File: config.mk
export PLATFORM = sky130hd
export DESIGN_NAME = int4_dot_sequencer_flat
export DESIGN_NICKNAME = d
export VERILOG_FILES = /design/src/rtl/int4_dot_sequencer_if.sv /design/src/rtl/int4_dot_sequencer.sv /design/src/flat_wrapper.sv
export SDC_FILE = /design/constraint.sdc
export NUM_CORES = 1
export LEC_CHECK = 0
export ABC_AREA = 1
export CAP_MARGIN = 5
export CORE_MARGIN = 5
export CORE_UTILIZATION = 50
export DETAILED_ROUTE_END_ITERATION = 8
export PLACE_DENSITY = 0.84
export RECOVER_POWER = 25
export SLEW_MARGIN = 25
export SYNTH_ARGS = -nofsm -noshare
export SYNTH_HDL_FRONTEND = slang
export SYNTH_SLANG_ARGS = --single-unit
File: constraint.sdc
create_clock -name clk -period 5.4 [get_ports clk]
set_input_delay 1.08 -clock clk [delete_from_list [all_inputs] [get_ports clk]]
set_output_delay 1.08 -clock clk [all_outputs]
set_load 0.005 [all_outputs]
File: src/rtl/int4_dot_sequencer_if.sv
// Job, RAM and dot-product-unit signals of the int4 dot-product sequencer.
// The slave modport is the sequencer; the master modport is its environment.
interface int4_dot_sequencer_if #(
  parameter int unsigned AWIDTH = 10,
  parameter int unsigned LWIDTH = 11
) ();
  logic              start;
  logic [AWIDTH-1:0] src_base;
  logic [LWIDTH-1:0] len;
  logic [AWIDTH-1:0] dst_addr;
  logic              busy;
  logic              done;
  logic              rd_en;
  logic [AWIDTH-1:0] rd_addr;
  logic [31:0]       rd_data;
  logic              wr_en;
  logic [AWIDTH-1:0] wr_addr;
  logic [31:0]       wr_data;
  logic [31:0]       cu_inp;
  logic [31:0]       cu_out;

  modport slave (
    input  start, src_base, len, dst_addr, rd_data, cu_out,
    output busy, done, rd_en, rd_addr, wr_en, wr_addr, wr_data, cu_inp
  );

  modport master (
    output start, src_base, len, dst_addr, rd_data, cu_out,
    input  busy, done, rd_en, rd_addr, wr_en, wr_addr, wr_data, cu_inp
  );
endinterface

File: src/rtl/int4_dot_sequencer.sv
// Streams len words from RAM through an external 4-cycle int4 dot-product unit,
// sums the results and writes the 32-bit total back to RAM.
module int4_dot_sequencer #(
  parameter int unsigned AWIDTH = 10,
  parameter int unsigned LWIDTH = 11
) (
  input logic                  clk,
  input logic                  reset,
  int4_dot_sequencer_if.slave  bus
);

  typedef enum logic [2:0] {StIdle, StRead, StDrain, StWrite, StDone} state_e;

  state_e            state_q, state_d;
  logic [AWIDTH-1:0] src_base_q, src_base_d;
  logic [LWIDTH-1:0] len_q, len_d;
  logic [AWIDTH-1:0] dst_q, dst_d;
  logic [LWIDTH-1:0] rd_cnt_q, rd_cnt_d;
  logic [31:0]       acc_q, acc_d;
  // Stage 1 lines up with rd_data/cu_inp, stage 5 with the matching cu_out.
  logic [4:0]        vld_q, vld_d;

  logic              rd_en;
  logic [AWIDTH-1:0] rd_addr;
  logic              wr_en;
  logic [AWIDTH-1:0] wr_addr;
  logic [31:0]       wr_data;
  logic              done;

  always_comb begin
    state_d    = state_q;
    src_base_d = src_base_q;
    len_d      = len_q;
    dst_d      = dst_q;
    rd_cnt_d   = rd_cnt_q;
    acc_d      = acc_q;
    rd_en      = 1'b0;
    rd_addr    = '0;
    wr_en      = 1'b0;
    wr_addr    = '0;
    wr_data    = '0;
    done       = 1'b0;

    if (vld_q[4]) begin
      acc_d = acc_q + bus.cu_out;
    end

    unique case (state_q)
      StIdle: begin
        if (bus.start) begin
          src_base_d = bus.src_base;
          len_d      = bus.len;
          dst_d      = bus.dst_addr;
          rd_cnt_d   = '0;
          acc_d      = '0;
          state_d    = (bus.len == '0) ? StWrite : StRead;
        end
      end
      StRead: begin
        rd_en    = 1'b1;
        rd_addr  = src_base_q + AWIDTH'(rd_cnt_q);
        rd_cnt_d = rd_cnt_q + LWIDTH'(1);
        if (rd_cnt_q == len_q - LWIDTH'(1)) begin
          state_d = StDrain;
        end
      end
      StDrain: begin
        // Leave once only the final tag (being accumulated now) remains.
        if (vld_q[3:0] == '0) begin
          state_d = StWrite;
        end
      end
      StWrite: begin
        wr_en   = 1'b1;
        wr_addr = dst_q;
        wr_data = acc_q;
        state_d = StDone;
      end
      StDone: begin
        done    = 1'b1;
        state_d = StIdle;
      end
      default: state_d = StIdle;
    endcase

    vld_d = {vld_q[3:0], rd_en};
  end

  always_ff @(posedge clk) begin
    if (reset) begin
      state_q    <= StIdle;
      src_base_q <= '0;
      len_q      <= '0;
      dst_q      <= '0;
      rd_cnt_q   <= '0;
      acc_q      <= '0;
      vld_q      <= '0;
    end else begin
      state_q    <= state_d;
      src_base_q <= src_base_d;
      len_q      <= len_d;
      dst_q      <= dst_d;
      rd_cnt_q   <= rd_cnt_d;
      acc_q      <= acc_d;
      vld_q      <= vld_d;
    end
  end

  assign bus.busy    = (state_q != StIdle);
  assign bus.done    = done;
  assign bus.rd_en   = rd_en;
  assign bus.rd_addr = rd_addr;
  assign bus.wr_en   = wr_en;
  assign bus.wr_addr = wr_addr;
  assign bus.wr_data = wr_data;
  assign bus.cu_inp  = vld_q[0] ? bus.rd_data : 32'h0;

endmodule

File: src/flat_wrapper.sv
// flat-port wrapper written by rule: the top's interface ports become plain ports
module int4_dot_sequencer_flat 
#(
  parameter int unsigned AWIDTH = 10,
  parameter int unsigned LWIDTH = 11
)
  (clk, reset, bus_start, bus_src_base, bus_len, bus_dst_addr, bus_rd_data, bus_cu_out, bus_busy, bus_done, bus_rd_en, bus_rd_addr, bus_wr_en, bus_wr_addr, bus_wr_data, bus_cu_inp);
  int4_dot_sequencer_if #(.AWIDTH(AWIDTH), .LWIDTH(LWIDTH)) bus_i ();
  input logic clk;
  input logic reset;
  input wire logic [$bits(bus_i.start)-1:0] bus_start;
  input wire logic [$bits(bus_i.src_base)-1:0] bus_src_base;
  input wire logic [$bits(bus_i.len)-1:0] bus_len;
  input wire logic [$bits(bus_i.dst_addr)-1:0] bus_dst_addr;
  input wire logic [$bits(bus_i.rd_data)-1:0] bus_rd_data;
  input wire logic [$bits(bus_i.cu_out)-1:0] bus_cu_out;
  output wire logic [$bits(bus_i.busy)-1:0] bus_busy;
  output wire logic [$bits(bus_i.done)-1:0] bus_done;
  output wire logic [$bits(bus_i.rd_en)-1:0] bus_rd_en;
  output wire logic [$bits(bus_i.rd_addr)-1:0] bus_rd_addr;
  output wire logic [$bits(bus_i.wr_en)-1:0] bus_wr_en;
  output wire logic [$bits(bus_i.wr_addr)-1:0] bus_wr_addr;
  output wire logic [$bits(bus_i.wr_data)-1:0] bus_wr_data;
  output wire logic [$bits(bus_i.cu_inp)-1:0] bus_cu_inp;
  assign bus_i.start = bus_start;
  assign bus_i.src_base = bus_src_base;
  assign bus_i.len = bus_len;
  assign bus_i.dst_addr = bus_dst_addr;
  assign bus_i.rd_data = bus_rd_data;
  assign bus_i.cu_out = bus_cu_out;
  assign bus_busy = bus_i.busy;
  assign bus_done = bus_i.done;
  assign bus_rd_en = bus_i.rd_en;
  assign bus_rd_addr = bus_i.rd_addr;
  assign bus_wr_en = bus_i.wr_en;
  assign bus_wr_addr = bus_i.wr_addr;
  assign bus_wr_data = bus_i.wr_data;
  assign bus_cu_inp = bus_i.cu_inp;
  int4_dot_sequencer #(.AWIDTH(AWIDTH), .LWIDTH(LWIDTH)) u_core (.clk(clk), .reset(reset), .bus(bus_i));
endmodule
==> qor.yml <==
global_routing:
  antenna_found_initial: 0
  grtUsageTotal_pct: 25.1
  grt_max_degree: 54
  grt_pass1_wl_mm: 30.7
  grt-ovfl-total: 0
  grt_pass1_vias: 6686
power_and_ir_drop:
  powerDensity_nw_per_um2: 262
  pwr-share-seq_pct: 33.9
  switchingPower_mw: 0.824
  switching_share_pct: 36.8
  leakagePower_nw: 3.98
  peakVddDrop_uv: 381
  internal_power_mw: 1.41
  pwr-share-clk_pct: 27.8
  pwr-share-comb_pct: 38.4
worst_setup_path:
  crit_arrival_ps: 2940
  crit_path_cell_trace: "ha_1, fa_1, nand3_1, nand2_1, a21o_1, a21oi_1, nor2_1, o21ai_0, a21oi_1, nor2_1, clkdlybuf4s50_1"
  cp-end-kind: "output port"
  crit_path_max_fanout: 5
  crit_required_ps: 4320
  slowest_delay_ps: 500
  crit_slowest_cell: "clkdlybuf4s50_1"
  critPathLaunchType: "flip-flop"
  critPathKind: "flip-flop to output port"
timing:
  timing.final.crit_share_pct: 74.4
  slew_headroom_pct: 26.8
  rsz0062_at_grt: "false"
  maxSlewViolCount: 0
  fin_skew_ps: 8.11
  finalSetupViolCount: 0
  hold_viol: 0
  tns_ps: 0
  fmax_mhz: 249
  worstMarginPinSlew_ps: 1100
  period_needed_ps: 4020
clocking:
  numClockSinks: 82
  post_cts_resized: 0
  clk_latency_ps: 350
  numCtsBuffers: 9
  cts_buffer_depth: 2
  clockRootBuffer: "clkbuf_16"
  cts_setup_buffers: 0
  hold_buffers: 0
  cts_htree_levels: 3
  cts_tree: "built"
  clkTransAtPathRegs_ps: 60
synthesis:
  async_reset_ff_share_pct: 0
  yosysWarnings: 0
  synth_area_um2: 6330
  synth.distinct_cells: 52
  synth-seq-area-share_pct: 25.9
  synthCells: 1021
  syn-num-nets: 1163
  ys.flop_type: "dfxtp_1"
  synth_top_area_share_pct: 25.9
  yosysTopAreaCell: "dfxtp_1"
  postSynthAreaPerCell_um2: 6.20
  synth-edff-count: 0
  ys_ff_latch: 82
  synth_area_leaders: "dfxtp_1 26%, nand2_1 11%, inv_1 9.7%"
die:
  rows: 41
  die-area_um2: 15000
  chipWidth_um: 123
  die_y_um: 123
  num_io_pins: 186
  coreArea_um2: 12500
  start_util_pct: 50.6
layout:
  drive_gt1_share_pct: 3.77
  nFillCells: 1167
  antenna_cells: 0
  syn2layout_area_growth_pct: 35.1
  fin_nets: 1332
  fin_cells: 1366
routing:
  dr.pass1.iters: 8
  drtIter0Drc: 524
  drcViolationCount: 0
  vias: 7034
  wl_per_cell_um: 13.8
  antenna_left: 0
  routed_wl_mm: 18.8
  viasPerCell: 5.15
worst_hold_path:
  min_path_type: "flip-flop to flip-flop"
placement:
  dp_cells: 1351
  place.gp.congestion: 0.973
  dp_hpwl_mm: 14.6
  portBuffers: 185
run:
  drv_cap: 0
run_status:
  status: "complete, no violations"
[layer usage]
metal | up-vias | track usage, % | routed length, um
met3 | 28 | 5.21 | 1110
met4 | 0 | 7.77 | 389
met1 | 3137 | 31.3 | 8100
li1 | 3637 | - | -
met5 | - | 0 | 0
met2 | 232 | 43.5 | 9220
[final timing paths]
| path | slack [ps] | endpoint | from | cells past startpoint |
|---|---|---|---|---|
| setup / recovery | 1380 | bus_rd_addr[8] | u_core.rd_cnt_q[0] | 11 |
| hold / removal | 440 | u_core.vld_q[3] | u_core.vld_q[2] | 2 |
| setup reg to reg | 2430 | u_core.acc_q[31] | u_core.state_q[1] | 10 |
| hold reg to reg | 440 | u_core.vld_q[3] | u_core.vld_q[2] | 2 |
[logic make-up after synthesis]
logic type,count (synthesis),share of synthesized area (%)
simple gates,435,29.4
xor+xnor,19,2.63
buf+inv,202,12.4
fa+ha+maj,44,8.93
flops,82,25.9
compound gates,239,20.8
[critical path, delay by kind of cell (launching register included)]
kind	cells	cell delay, ps
simple gates	4	340
flops	1	350
fa+ha+maj	2	700
buf+inv	1	500
compound gates	4	690
[metrics by stage]
| stage | power (mW) | utilization (%) | worst slack (ps) | cell area, um^2 | hold WS [ps] |
|---|---|---|---|---|---|
| after floorplan | 1.32 | - | 2440 | 6330 | 410 |
| after global placement | 1.62 | 66.2 | 1840 | 8280 | 416 |
| after detailed placement | 1.64 | 66.2 | 1770 | 8280 | 423 |
| after CTS | 2.26 | 68.5 | 1380 | 8580 | 435 |
| after global routing | 2.39 | 68.3 | 1140 | 8550 | 477 |
| final | 2.24 | 68.3 | 1380 | 8550 | 439 |
[cells in the mapped netlist, types with 2 or more instances]
library cell	n
xnor2_1	6
o21ai_2	3
ha_1	42
a221oi_1	2
o21ai_0	86
nor4_1	3
nand3b_1	4
nor2_2	2
nor2_1	147
clkbuf_2	3
a21oi_1	105
o21bai_1	3
o211ai_1	5
or2_2	3
clkbuf_1	18
inv_1	164
nand2_2	4
fa_1	2
nand4_1	8
buf_2	5
dfxtp_1	82
nor3_1	13
o21a_1	5
a21oi_2	2
inv_2	7
a31oi_1	2
nand3_1	54
a21o_1	7
nand3_2	2
nand2_1	188
a211oi_1	7
o21ai_1	5
xor2_1	13
[area by class of cell]
type	count	area, um^2	share of cell area (%)
inverters	173	652	7.62
clock buffers	11	243	2.84
well taps	172	215	2.52
flip-flops and latches	82	1640	19.2
repair buffers	187	1870	21.8
multi-input cells	737	3880	45.4
clock inverters	4	52.6	0.614
[cells in the final DEF, fill, tap and decap left out, types with 7 or more instances in the layout]
cell | netlist | routed
a211oi_1 | 7 | 7
a21o_1 | 7 | 7
a21oi_1 | 105 | 105
clkbuf_16 | 0 | 9
clkdlybuf4s50_1 | 0 | 183
dfxtp_1 | 82 | 81
ha_1 | 42 | 42
inv_1 | 164 | 164
inv_2 | 7 | 7
nand2_1 | 188 | 188
nand3_1 | 54 | 54
nand4_1 | 8 | 8
nor2_1 | 147 | 149
nor3_1 | 13 | 13
o21ai_0 | 86 | 86
xor2_1 | 13 | 13
[state kept, by name, summed over array words and instances, names as in the netlist]
name / flops
u_core.src_base_q: 10
u_core.dst_q: 10
u_core.rd_cnt_q: 11
u_core.state_q: 3
u_core.vld_q: 5
u_core.acc_q: 32
u_core.len_q: 11
[power by group through the flow]
stage	logic, mW	registers (mW)	clock network [mW]
3_3_place_gp	0.855	0.766	0
2_1_floorplan	0.575	0.742	0
3_5_place_dp	0.869	0.768	0
6_report	0.859	0.757	0.622
4_1_cts	0.876	0.756	0.631
5_1_grt	0.964	0.770	0.658
Note: power is estimated with default switching activity, not from simulation.
